**src/rtl/ex_stage_pkg.sv**
```systemverilog
// Shared definitions for the execute stage: operation encodings, the
// mul/div sequencer states and the EX/MEM register layout with its reset value.
package ex_stage_pkg;

  typedef enum logic [3:0] {
    ALU_ADD  = 4'd0,
    ALU_ADDU = 4'd1,
    ALU_SUB  = 4'd2,
    ALU_SUBU = 4'd3,
    ALU_AND  = 4'd4,
    ALU_OR   = 4'd5,
    ALU_XOR  = 4'd6,
    ALU_NOR  = 4'd7,
    ALU_SLT  = 4'd8,
    ALU_SLTU = 4'd9,
    ALU_SLL  = 4'd10,
    ALU_SRL  = 4'd11,
    ALU_SRA  = 4'd12,
    ALU_LUI  = 4'd13
  } alu_op_e;

  typedef enum logic [2:0] {
    MD_NONE  = 3'd0,
    MD_MULT  = 3'd1,
    MD_MULTU = 3'd2,
    MD_DIV   = 3'd3,
    MD_DIVU  = 3'd4,
    MD_MFHI  = 3'd5,
    MD_MFLO  = 3'd6
  } md_op_e;

  typedef enum logic [1:0] {
    MD_IDLE = 2'd0,
    MD_RUN  = 2'd1,
    MD_DONE = 2'd2
  } md_state_e;

  typedef struct packed {
    logic        valid;
    logic        reg_write;
    logic        mem_read;
    logic        mem_write;
    logic        overflow;
    logic [31:0] result;
    logic [31:0] store_data;
    logic [4:0]  rd;
  } exm_t;

  localparam exm_t EXM_RST = '0;

  // True for the operations that occupy the iterative unit.
  function automatic logic is_muldiv(input md_op_e op);
    return (op == MD_MULT) || (op == MD_MULTU) || (op == MD_DIV) || (op == MD_DIVU);
  endfunction

endpackage

```
**src/rtl/ex_stage_mul_div.sv**
```systemverilog
// Iterative multiply/divide unit with HI/LO. 32 shift-add or restoring-subtract
// steps on operand magnitudes; signs are reapplied when HI/LO are written.
module mul_div_unit
  import ex_stage_pkg::*;
(
  input  logic        clock,
  input  logic        reset_n,
  input  logic        start_i,
  input  md_op_e      op_i,
  input  logic [31:0] a_i,
  input  logic [31:0] b_i,
  output logic        busy_o,
  output logic        done_o,
  output logic [31:0] hi_o,
  output logic [31:0] lo_o
);

  md_state_e   state_q;
  logic [4:0]  cnt_q;
  logic [31:0] acc_q;      // multiply: running high half; divide: partial remainder
  logic [31:0] mq_q;       // multiply: multiplier shifting out; divide: dividend/quotient
  logic [31:0] bmag_q;     // multiplicand or divisor magnitude
  logic        is_div_q;
  logic        neg_q;      // operand signs differed on a signed op
  logic        rem_neg_q;  // signed dividend was negative
  logic        div0_q;
  logic [31:0] hi_q, lo_q;

  logic        signed_op, a_neg, b_neg;
  logic [31:0] a_mag, b_mag;
  logic [32:0] mul_sum;
  logic [32:0] rem_sh;
  logic        div_ge;
  logic [31:0] div_sub;
  logic [31:0] acc_nx, mq_nx;
  logic [63:0] prod_fix;
  logic [31:0] quo_fix, rem_fix, hi_nx, lo_nx;

  // Operand magnitudes and sign bookkeeping captured at start.
  always_comb begin
    signed_op = (op_i == MD_MULT) || (op_i == MD_DIV);
    a_neg     = signed_op & a_i[31];
    b_neg     = signed_op & b_i[31];
    a_mag     = a_neg ? (32'd0 - a_i) : a_i;
    b_mag     = b_neg ? (32'd0 - b_i) : b_i;
  end

  // One iteration step plus the sign-corrected HI/LO values of the final step.
  always_comb begin
    mul_sum = {1'b0, acc_q} + (mq_q[0] ? {1'b0, bmag_q} : 33'd0);
    rem_sh  = {acc_q, mq_q[31]};
    div_ge  = rem_sh >= {1'b0, bmag_q};
    div_sub = rem_sh[31:0] - bmag_q;
    if (is_div_q) begin
      acc_nx = div_ge ? div_sub : rem_sh[31:0];
      mq_nx  = {mq_q[30:0], div_ge};
    end else begin
      acc_nx = mul_sum[32:1];
      mq_nx  = {mul_sum[0], mq_q[31:1]};
    end
    prod_fix = neg_q ? (64'd0 - {acc_nx, mq_nx}) : {acc_nx, mq_nx};
    quo_fix  = div0_q ? 32'hFFFF_FFFF : (neg_q ? (32'd0 - mq_nx) : mq_nx);
    rem_fix  = rem_neg_q ? (32'd0 - acc_nx) : acc_nx;
    hi_nx    = is_div_q ? rem_fix : prod_fix[63:32];
    lo_nx    = is_div_q ? quo_fix : prod_fix[31:0];
  end

  // Sequencer IDLE -> RUN (32 steps) -> DONE -> IDLE, writing HI/LO on the last step.
  always_ff @(posedge clock or negedge reset_n) begin
    if (!reset_n) begin
      state_q   <= MD_IDLE;
      cnt_q     <= '0;
      acc_q     <= '0;
      mq_q      <= '0;
      bmag_q    <= '0;
      is_div_q  <= 1'b0;
      neg_q     <= 1'b0;
      rem_neg_q <= 1'b0;
      div0_q    <= 1'b0;
      hi_q      <= '0;
      lo_q      <= '0;
    end else begin
      case (state_q)
        MD_IDLE: begin
          if (start_i) begin
            acc_q     <= '0;
            mq_q      <= a_mag;
            bmag_q    <= b_mag;
            is_div_q  <= (op_i == MD_DIV) || (op_i == MD_DIVU);
            neg_q     <= a_neg ^ b_neg;
            rem_neg_q <= a_neg;
            div0_q    <= (b_i == 32'd0);
            cnt_q     <= '0;
            state_q   <= MD_RUN;
          end
        end
        MD_RUN: begin
          acc_q <= acc_nx;
          mq_q  <= mq_nx;
          cnt_q <= cnt_q + 5'd1;
          if (cnt_q == 5'd31) begin
            hi_q    <= hi_nx;
            lo_q    <= lo_nx;
            state_q <= MD_DONE;
          end
        end
        MD_DONE: state_q <= MD_IDLE;
        default: state_q <= MD_IDLE;
      endcase
    end
  end

  assign busy_o = (state_q == MD_RUN);
  assign done_o = (state_q == MD_DONE);
  assign hi_o   = hi_q;
  assign lo_o   = lo_q;

endmodule

```
**src/rtl/ex_stage.sv**
```systemverilog
// MIPS execute stage: ID/EX register, MEM/WB forwarding, ALU, EX/MEM register
// and the stall generated while the multiply/divide unit is busy.
module ex_stage
  import ex_stage_pkg::*;
(
  input  logic        clock,
  input  logic        reset_n,
  input  logic        id_valid,
  input  logic [31:0] id_reg_a,
  input  logic [31:0] id_reg_b,
  input  logic [31:0] id_imm,
  input  logic [4:0]  id_rs,
  input  logic [4:0]  id_rt,
  input  logic [4:0]  id_rd,
  input  logic [3:0]  id_alu_op,
  input  logic [2:0]  id_md_op,
  input  logic        id_use_imm,
  input  logic        id_dest_rt,
  input  logic        id_reg_write,
  input  logic        id_mem_read,
  input  logic        id_mem_write,
  input  logic        mem_reg_write,
  input  logic        wb_reg_write,
  input  logic [4:0]  mem_rd,
  input  logic [4:0]  wb_rd,
  input  logic [31:0] mem_result,
  input  logic [31:0] wb_result,
  output logic        stall,
  output logic        exm_valid,
  output logic        exm_reg_write,
  output logic        exm_mem_read,
  output logic        exm_mem_write,
  output logic        exm_overflow,
  output logic [31:0] exm_result,
  output logic [31:0] exm_store_data,
  output logic [4:0]  exm_rd
);

  // ID/EX control (reset to a bubble) and data (no reset needed)
  logic        idex_valid_q, idex_use_imm_q, idex_dest_rt_q;
  logic        idex_reg_write_q, idex_mem_read_q, idex_mem_write_q;
  alu_op_e     idex_alu_op_q;
  md_op_e      idex_md_op_q;
  logic [31:0] idex_reg_a_q, idex_reg_b_q, idex_imm_q;
  logic [4:0]  idex_rs_q, idex_rt_q, idex_rd_q;

  logic [31:0] fwd_rs, fwd_rt, op_b, sum, dif, alu_res;
  logic [4:0]  shamt;
  logic        alu_ovf;
  logic        md_slot, md_start, md_busy, md_done;
  logic [31:0] hi, lo;
  exm_t        exm_d, exm_q;

  // ID/EX control fields: load when not stalled, cleared to a bubble on reset.
  always_ff @(posedge clock or negedge reset_n) begin
    if (!reset_n) begin
      idex_valid_q     <= 1'b0;
      idex_use_imm_q   <= 1'b0;
      idex_dest_rt_q   <= 1'b0;
      idex_reg_write_q <= 1'b0;
      idex_mem_read_q  <= 1'b0;
      idex_mem_write_q <= 1'b0;
      idex_alu_op_q    <= ALU_ADD;
      idex_md_op_q     <= MD_NONE;
    end else if (!stall) begin
      idex_valid_q     <= id_valid;
      idex_use_imm_q   <= id_use_imm;
      idex_dest_rt_q   <= id_dest_rt;
      idex_reg_write_q <= id_reg_write;
      idex_mem_read_q  <= id_mem_read;
      idex_mem_write_q <= id_mem_write;
      idex_alu_op_q    <= alu_op_e'(id_alu_op);
      idex_md_op_q     <= md_op_e'(id_md_op);
    end
  end

  // ID/EX datapath fields follow the same hold rule.
  always_ff @(posedge clock) begin
    if (!stall) begin
      idex_reg_a_q <= id_reg_a;
      idex_reg_b_q <= id_reg_b;
      idex_imm_q   <= id_imm;
      idex_rs_q    <= id_rs;
      idex_rt_q    <= id_rt;
      idex_rd_q    <= id_rd;
    end
  end

  // Operand forwarding: MEM overrides WB overrides the register file; r0 never forwards.
  always_comb begin
    fwd_rs = idex_reg_a_q;
    if (idex_rs_q != 5'd0 && wb_reg_write && wb_rd == idex_rs_q)   fwd_rs = wb_result;
    if (idex_rs_q != 5'd0 && mem_reg_write && mem_rd == idex_rs_q) fwd_rs = mem_result;
    fwd_rt = idex_reg_b_q;
    if (idex_rt_q != 5'd0 && wb_reg_write && wb_rd == idex_rt_q)   fwd_rt = wb_result;
    if (idex_rt_q != 5'd0 && mem_reg_write && mem_rd == idex_rt_q) fwd_rt = mem_result;
    op_b = idex_use_imm_q ? idex_imm_q : fwd_rt;
  end

  assign sum   = fwd_rs + op_b;
  assign dif   = fwd_rs - op_b;
  assign shamt = idex_imm_q[10:6];

  // ALU; shifts take the forwarded rt, never the immediate path.
  always_comb begin
    alu_res = '0;
    alu_ovf = 1'b0;
    case (idex_alu_op_q)
      ALU_ADD: begin
        alu_res = sum;
        alu_ovf = (fwd_rs[31] == op_b[31]) && (sum[31] != fwd_rs[31]);
      end
      ALU_ADDU: alu_res = sum;
      ALU_SUB: begin
        alu_res = dif;
        alu_ovf = (fwd_rs[31] != op_b[31]) && (dif[31] != fwd_rs[31]);
      end
      ALU_SUBU: alu_res = dif;
      ALU_AND:  alu_res = fwd_rs & op_b;
      ALU_OR:   alu_res = fwd_rs | op_b;
      ALU_XOR:  alu_res = fwd_rs ^ op_b;
      ALU_NOR:  alu_res = ~(fwd_rs | op_b);
      ALU_SLT:  alu_res = {31'd0, $signed(fwd_rs) < $signed(op_b)};
      ALU_SLTU: alu_res = {31'd0, fwd_rs < op_b};
      ALU_SLL:  alu_res = fwd_rt << shamt;
      ALU_SRL:  alu_res = fwd_rt >> shamt;
      ALU_SRA:  alu_res = $unsigned($signed(fwd_rt) >>> shamt);
      ALU_LUI:  alu_res = {idex_imm_q[15:0], 16'd0};
      default:  alu_res = '0;
    endcase
  end

  // The front end is held from the cycle a mul/div reaches EX until it is DONE.
  assign md_slot  = idex_valid_q && is_muldiv(idex_md_op_q);
  assign stall    = md_slot && !md_done;
  assign md_start = md_slot && !md_busy && !md_done;

  mul_div_unit u_mul_div (
    .clock   (clock),
    .reset_n (reset_n),
    .start_i (md_start),
    .op_i    (idex_md_op_q),
    .a_i     (fwd_rs),
    .b_i     (fwd_rt),
    .busy_o  (md_busy),
    .done_o  (md_done),
    .hi_o    (hi),
    .lo_o    (lo)
  );

  // EX/MEM next value: bubbles while stalled, a write-less slot for a finished mul/div.
  always_comb begin
    exm_d = EXM_RST;
    if (idex_valid_q && !stall) begin
      exm_d.valid = 1'b1;
      if (!md_slot) begin
        exm_d.rd         = idex_dest_rt_q ? idex_rt_q : idex_rd_q;
        exm_d.store_data = fwd_rt;
        if (idex_md_op_q == MD_MFHI || idex_md_op_q == MD_MFLO) begin
          exm_d.result    = (idex_md_op_q == MD_MFHI) ? hi : lo;
          exm_d.reg_write = 1'b1;
        end else begin
          exm_d.result    = alu_res;
          exm_d.overflow  = alu_ovf;
          exm_d.reg_write = idex_reg_write_q && !alu_ovf;
          exm_d.mem_read  = idex_mem_read_q;
          exm_d.mem_write = idex_mem_write_q;
        end
      end
    end
  end

  // EX/MEM pipeline register
  always_ff @(posedge clock or negedge reset_n) begin
    if (!reset_n) exm_q <= EXM_RST;
    else          exm_q <= exm_d;
  end

  assign exm_valid      = exm_q.valid;
  assign exm_reg_write  = exm_q.reg_write;
  assign exm_mem_read   = exm_q.mem_read;
  assign exm_mem_write  = exm_q.mem_write;
  assign exm_overflow   = exm_q.overflow;
  assign exm_result     = exm_q.result;
  assign exm_store_data = exm_q.store_data;
  assign exm_rd         = exm_q.rd;

endmodule

```
**config.mk**
```make
export PLATFORM = sky130hd
export DESIGN_NAME = ex_stage
export DESIGN_NICKNAME = d
export VERILOG_FILES = /design/src/rtl/ex_stage_pkg.sv /design/src/rtl/ex_stage_mul_div.sv /design/src/rtl/ex_stage.sv
export SDC_FILE = /design/constraint.sdc
export NUM_CORES = 2
export LEC_CHECK = 0
export CORE_MARGIN = 4
export CORE_UTILIZATION = 60
export CTS_BUF_LIST = sky130_fd_sc_hd__clkbuf_4 sky130_fd_sc_hd__clkbuf_8
export DETAILED_ROUTE_END_ITERATION = 10
export MAX_ROUTING_LAYER = met4
export PLACE_DENSITY = 0.82
export SLEW_MARGIN = 20
export SYNTH_ARGS = -nofsm -noshare
export SYNTH_HDL_FRONTEND = slang
export SYNTH_SLANG_ARGS = --single-unit
```
**constraint.sdc**
```tcl
create_clock -name clock -period 7.5 [get_ports clock]
set_input_delay 1.125 -clock clock [delete_from_list [all_inputs] [get_ports clock]]
set_output_delay 1.125 -clock clock [all_outputs]
set_load 0.02 [all_outputs]
```
; ---- Yosys cells after proc, flatten, opt, wreduce, memory -nomap -nowiden
; Index checks and enable logic that the tools add are counted.
[classes]
addsub = 10
order_cmp = 3
n_eq_ne = 32
n_shift = 3
n_mux = 35
bitwise = 7
reduce_logical = 38
[ops]
columns = op, n
row1 = 32-bit two-way mux, 20
row2 = 32-bit one-hot mux with 12 select lines, 1
row3 = 32-bit one-hot mux with 2 select lines, 2
row4 = 1-bit by 32-bit subtractor with 32-bit output (first input constant), 4
row5 = 74-bit two-way mux, 1
row6 = 73-bit two-way mux, 1
row7 = 32-bit < comparator, 2
row8 = 64-bit two-way mux, 1
row9 = 1-bit by 64-bit subtractor with 64-bit output (first input constant), 1
row10 = 32-bit subtractor, 2
row11 = 32-bit by 33-bit adder with 33-bit output, 1
row12 = 33-bit by 32-bit greater-or-equal comparator with 1-bit output, 1
row13 = 32-bit adder, 1
row14 = 32-bit AND, 1
row15 = 32-bit zero test, 1
row16 = 32-bit inverter, 1
row17 = 32-bit bitwise OR, 1
row18 = 32-bit by 5-bit << shifter with 32-bit output, 1
row19 = 32-bit by 5-bit right shift with 32-bit output, 1
row20 = 32-bit by 5-bit >>> shifter with 32-bit output, 1
row21 = 32-bit XOR, 1
row22 = 4-bit == test (second input constant), 6
row23 = 5-bit == test, 4
row24 = 4-bit by 3-bit == test with 1-bit output (second input constant), 4
row25 = 31 further kinds, 68
[totals]
ff_bits = 369
output_inout_bits = 75
word_cells = 161

; ---- Depth between registers and ports, before layout
[depth]
depth_word = 15
mapped_depth = 26
depth_no_buf = 22

; ---- Cells and area by module
; A second synthesis with hierarchy kept.
[unflattened]
cells_unflattened = 4122
hier_area_um2 = 33523.4
[by_module_without_submodules]
columns = mod, instances, cells_each, area_per_inst_um2, seq_area_each_um2
row1 = ex_stage, 1, 2176, 18358.9, 5510.3
row2 = mul_div_unit, 1, 1946, 15164.5, 4279.1

; ---- Worst setup path after synthesis
; Ideal clock, no wire load.
[synth_path]
path_type = input-to-reg
from = in wb_rd[3]
to = reg exm_q (netlist bit exm_reg_write)
setup_ps = 136
arrival_ps = 5797
setup_slack_ps = 1567
stages = 23
cell_sequence = xnor2_1 > and4_1 > clkbuf_1 > clkbuf_1 > nand3_1 > a31oi_1 > inv_1 > o21ai_0 > inv_1 > ha_1 > a21oi_1 > o21bai_1 > a21o_1 > a21oi_1 > o21ai_0 > a2111oi_0 > nor2_1 > a21o_1 > a211oi_1 > o21ai_0 > o211a_1 > o21ai_0 > a21oi_1
[synth_lines]
columns = item, line
row1 = from (decl), ex_stage.sv:25  ; input logic [4:0] wb_rd,
row2 = to (signal assigned), ex_stage.sv:176  ; else exm_q <= exm_d;
row3 = to (decl), ex_stage.sv:52  ; exm_t exm_d, exm_q;

; ---- Worst setup path in the final report
[layout_path]
from = reg u_mul_div.acc_q[17]
to = reg u_mul_div.hi_q[20] (netlist: u_mul_div.hi_o[20])
[layout_via]
elab_chain_len = 6
word_cells_on_any_way = 11
[layout_rtl]
columns = item, line
row1 = from (decl), ex_stage_mul_div.sv:20  ; logic [31:0] acc_q;
row2 = from (signal assigned), ex_stage_mul_div.sv:98  ; acc_q <= acc_nx;
row3 = 32-bit subtractor or 33-bit by 32-bit greater-or-equal comparator with 1-bit output (tied branches), "ex_stage_mul_div.sv:53, ex_stage_mul_div.sv:52"
row4 = 32-bit two-way mux, ex_stage_mul_div.sv:55  ; acc_nx = div_ge ? div_sub : rem_sh[31:0];
row5 = 32-bit two-way mux, ex_stage_mul_div.sv:54  ; if (is_div_q) begin
row6 = 1-bit by 64-bit subtractor with 64-bit output or 1-bit by 32-bit subtractor with 32-bit output (tied branches), "ex_stage_mul_div.sv:61, ex_stage_mul_div.sv:63"
row7 = 64-bit two-way mux or 32-bit two-way mux (tied branches), "ex_stage_mul_div.sv:61, ex_stage_mul_div.sv:63"
row8 = 32-bit two-way mux *, ex_stage_mul_div.sv:64  ; hi_nx = is_div_q ? rem_fix : prod_fix[63:32];
row9 = to (signal assigned), ex_stage_mul_div.sv:102  ; hi_q <= hi_nx;
row10 = to (decl), ex_stage_mul_div.sv:27  ; logic [31:0] hi_q, lo_q;
; Every way passes the cells marked *; elsewhere a longest branch is shown, timed or not.
; A chain may end at the register's enable or synchronous reset.

==> impl_metrics.yaml <==
timing:
  layout_min_cycle_time_ns: 6.74
  hold_violations: 0
  tightestPinTransition_ns: 1.27
  rsz0062_at_grt: "false"
  setup_violations: 0
  clock.fmax_ghz: 0.148
  fin_tns_setup_ns: 0
  drv_slew: 0
  worst_slack_ns: 0.755
  finClkSkew_ns: 0.0383
  slew-limit-headroom_pct: 14.7
  period_share_pct: 89.9
detailed_routing:
  post_drt_via_cell_ratio: 7.07
  drc_errors: 0
  dr_total_vias: 35069
  postRouteAntennaNets: 0
  avgRoutedWirePerCell_um: 29.2
  firstDrtPassIters: 7
  drt_iter0_markers: 5615
  wirelength_um: 145000
yosys:
  syn_area_per_cell_um2: 8.06
  netlist_instances: 4019
  synth_cell_types: 104
  ys.flop_type: "dfrtp_1"
  synthArstFlopShare_pct: 69.9
  yosysMostFrequentCell: "nand2_1"
  ys_top_cells_by_area: "dfrtp_1 20%, edfxtp_1 10%, ha_1 6.6%, o21ai_0 6.3%, mux2i_1 5.8%"
  yosys_warnings: 0
  synthAdderAreaFrac_pct: 6.81
  synth_area_um2: 32400
  synth-simple-area-share_pct: 18.5
  synth_compound_area_share_pct: 24.3
  synth_common_cells: "457 x nand2_1, 406 x o21ai_0, 346 x nor2_1"
  synthMuxAreaShare_pct: 9.04
  ys_ff_latch: 369
  synth_xor_xnor_area_share_pct: 5.81
  synth_nets: 4395
  yosys.area.top_type: "dfrtp_1"
  ys_seq_area_share_pct: 30.2
  synth_top_family_by_area: "compound AO/OA/AOI/OAI gates"
  synth_edf_count: 111
  synth_top_area_share_pct: 19.9
worst_setup_path:
  critical_path_required_ns: 8.08
  cpPeakStageDelay_ns: 0.73
  cp_slowest_cell: "nor2_2"
  path_max_fanout: 16
  critical_path.startpoint_type: "flop"
  critical_path_class: "reg2reg"
  worstSetupEndpointType: "flop"
  rrSetupSlack_ns: 0.76
  cp_cell_sequence: "ha_1, a211oi_1, o21ai_0, and4_1, a211oi_1, nand2_1, nor2_2, nand2_1, o21ai_0, ha_1, or3b_2, nor3_1, nand4_1, or2_2, nor3_1, nand2b_1, nand2_1, nor3_1, a31oi_1, xnor2_1, mux2_2"
  worstPathArrival_ns: 7.32
die:
  fp-row-count: 84
  ioPinCount: 277
  fp.coreArea_um2: 53000
  die_area_um2: 57800
  fp.dieH_um: 240
  die_x_um: 240
  start_util_pct: 61.2
final_layout:
  multi_input_area_um2: 21000
  filler_cell_count: 4138
  layout-drive-gt1-share_pct: 9.00
  final_nets: 4581
  regArea_um2: 9800
  area_delta_synth_final_pct: 15.3
  finalInstanceArea_um2: 37400
cts:
  numCtsBuffers: 67
  cts_resized: 0
  clock_path_buffers: 3
  cts_tree: "built"
  cts_setup_buffers: 0
  path_clk_slew_ns: 0.06
  h-tree-depth: 3
  cts.sinks: 369
  hold_buffers: 0
  cts_root_buffer: "clkbuf_8"
  clock_latency_ns: 0.69
global_routing:
  grt_pass1_wl_um: 211000
  grt_pass1_vias: 33453
  gr-total-overflow: 0
  grtUsageTotal_pct: 50.1
  antenna_found_initial: 13
  grt_start_max_net_pins: 166
placement:
  placed_cell_area_um2: 35900
  place_ws_ns: 0.659
  gp_congestion: 1.11
  dpl.hpwl_um: 108000
  io_buffers: 276
outcome:
  outcome: "finished clean"
min_path:
  worst_hold_path_type: "in2async"
run:
  drv_cap: 0
## layout make-up
class / count / area share [%]
diodes: 13 / 0.0871
inverters: 166 / 1.67
multi-input cells: 3210 / 56.1
clock inverters: 28 / 0.650
flip-flops and latches: 369 / 26.2
well taps: 688 / 2.30
repair buffers: 391 / 9.79
clock buffers: 93 / 3.14
## cells in the final DEF, fill, tap and decap left out, drive strengths merged, types with 29 or more instances in the layout
cell           instances
a211oi                50
a21o                  40
a21oi                282
a31oi                 95
and2                  42
buf                  116
clkbuf                93
clkdlybuf4s50        275
dfrtp                258
edfxtp               111
ha                   170
inv                  169
mux2                  61
mux2i                190
nand2                457
nand2b                30
nand3                 98
nand4                 32
nor2                 347
nor2b                 29
nor3                 129
o211ai                29
o21ai                418
o221ai                32
o22ai                 40
o31ai                 35
xnor2                160
xor2                  55
## worst max-delay path, delay by kind of cell (launching register included)
family                     cells  cell delay [ns]
and+or+nand+nor               12             3.95
muxes                          1             0.27
DFF                            1             0.45
xor gates and xnor gates       1             0.15
adders and majority gates      2             0.66
AOI/OAI and AO/OA              5             1.15
## stage by stage
step | utilization [%] | hold WS (ns) | instances
after floorplan | - | 0.430 | 4019
after global placement | 67.7 | 0.443 | 4824
after detailed placement | 67.8 | 0.457 | 4824
after CTS | 70.4 | 0.471 | 4945
after global routing | 70.5 | 0.494 | 4956
final | 70.5 | 0.459 | 4958
## worst paths after layout
path | to | startpoint | cells after the start
hold / removal | u_mul_div.acc_q[20] | reset_n | 1
setup / recovery | u_mul_div.hi_o[20] | u_mul_div.acc_q[17] | 21
min in group clock | idex_mem_write_q | idex_mem_write_q | 2
setup reg to reg | u_mul_div.hi_o[20] | u_mul_div.acc_q[17] | 21
max in group asynchronous | u_mul_div.is_div_q | reset_n | 2
hold reg to reg | idex_mem_write_q | idex_mem_write_q | 2
## kinds of logic (layout without fill, tap and decap cells)
| logic type | after synthesis | after routing |
|---|---|---|
| xor+xnor | 215 | 215 |
| fa+ha+maj | 174 | 174 |
| mux | 266 | 266 |
| compound gates | 1256 | 1256 |
| buf+inv | 440 | 678 |
| other cells | 0 | 13 |
| simple gates | 1299 | 1299 |
| flops | 369 | 369 |
## metal layers
layer	vias up	global-route usage, %	part of all wire [%]
li1	14979	-	-
met1	16401	57.7	34
met2	2885	73.3	43
met3	804	14.9	13
met4	0	38.7	10
met5	-	-	0
Power is left out: the tool's default activity adds up to more than one toggle a clock period on the data nets, which glitch-free logic cannot reach.
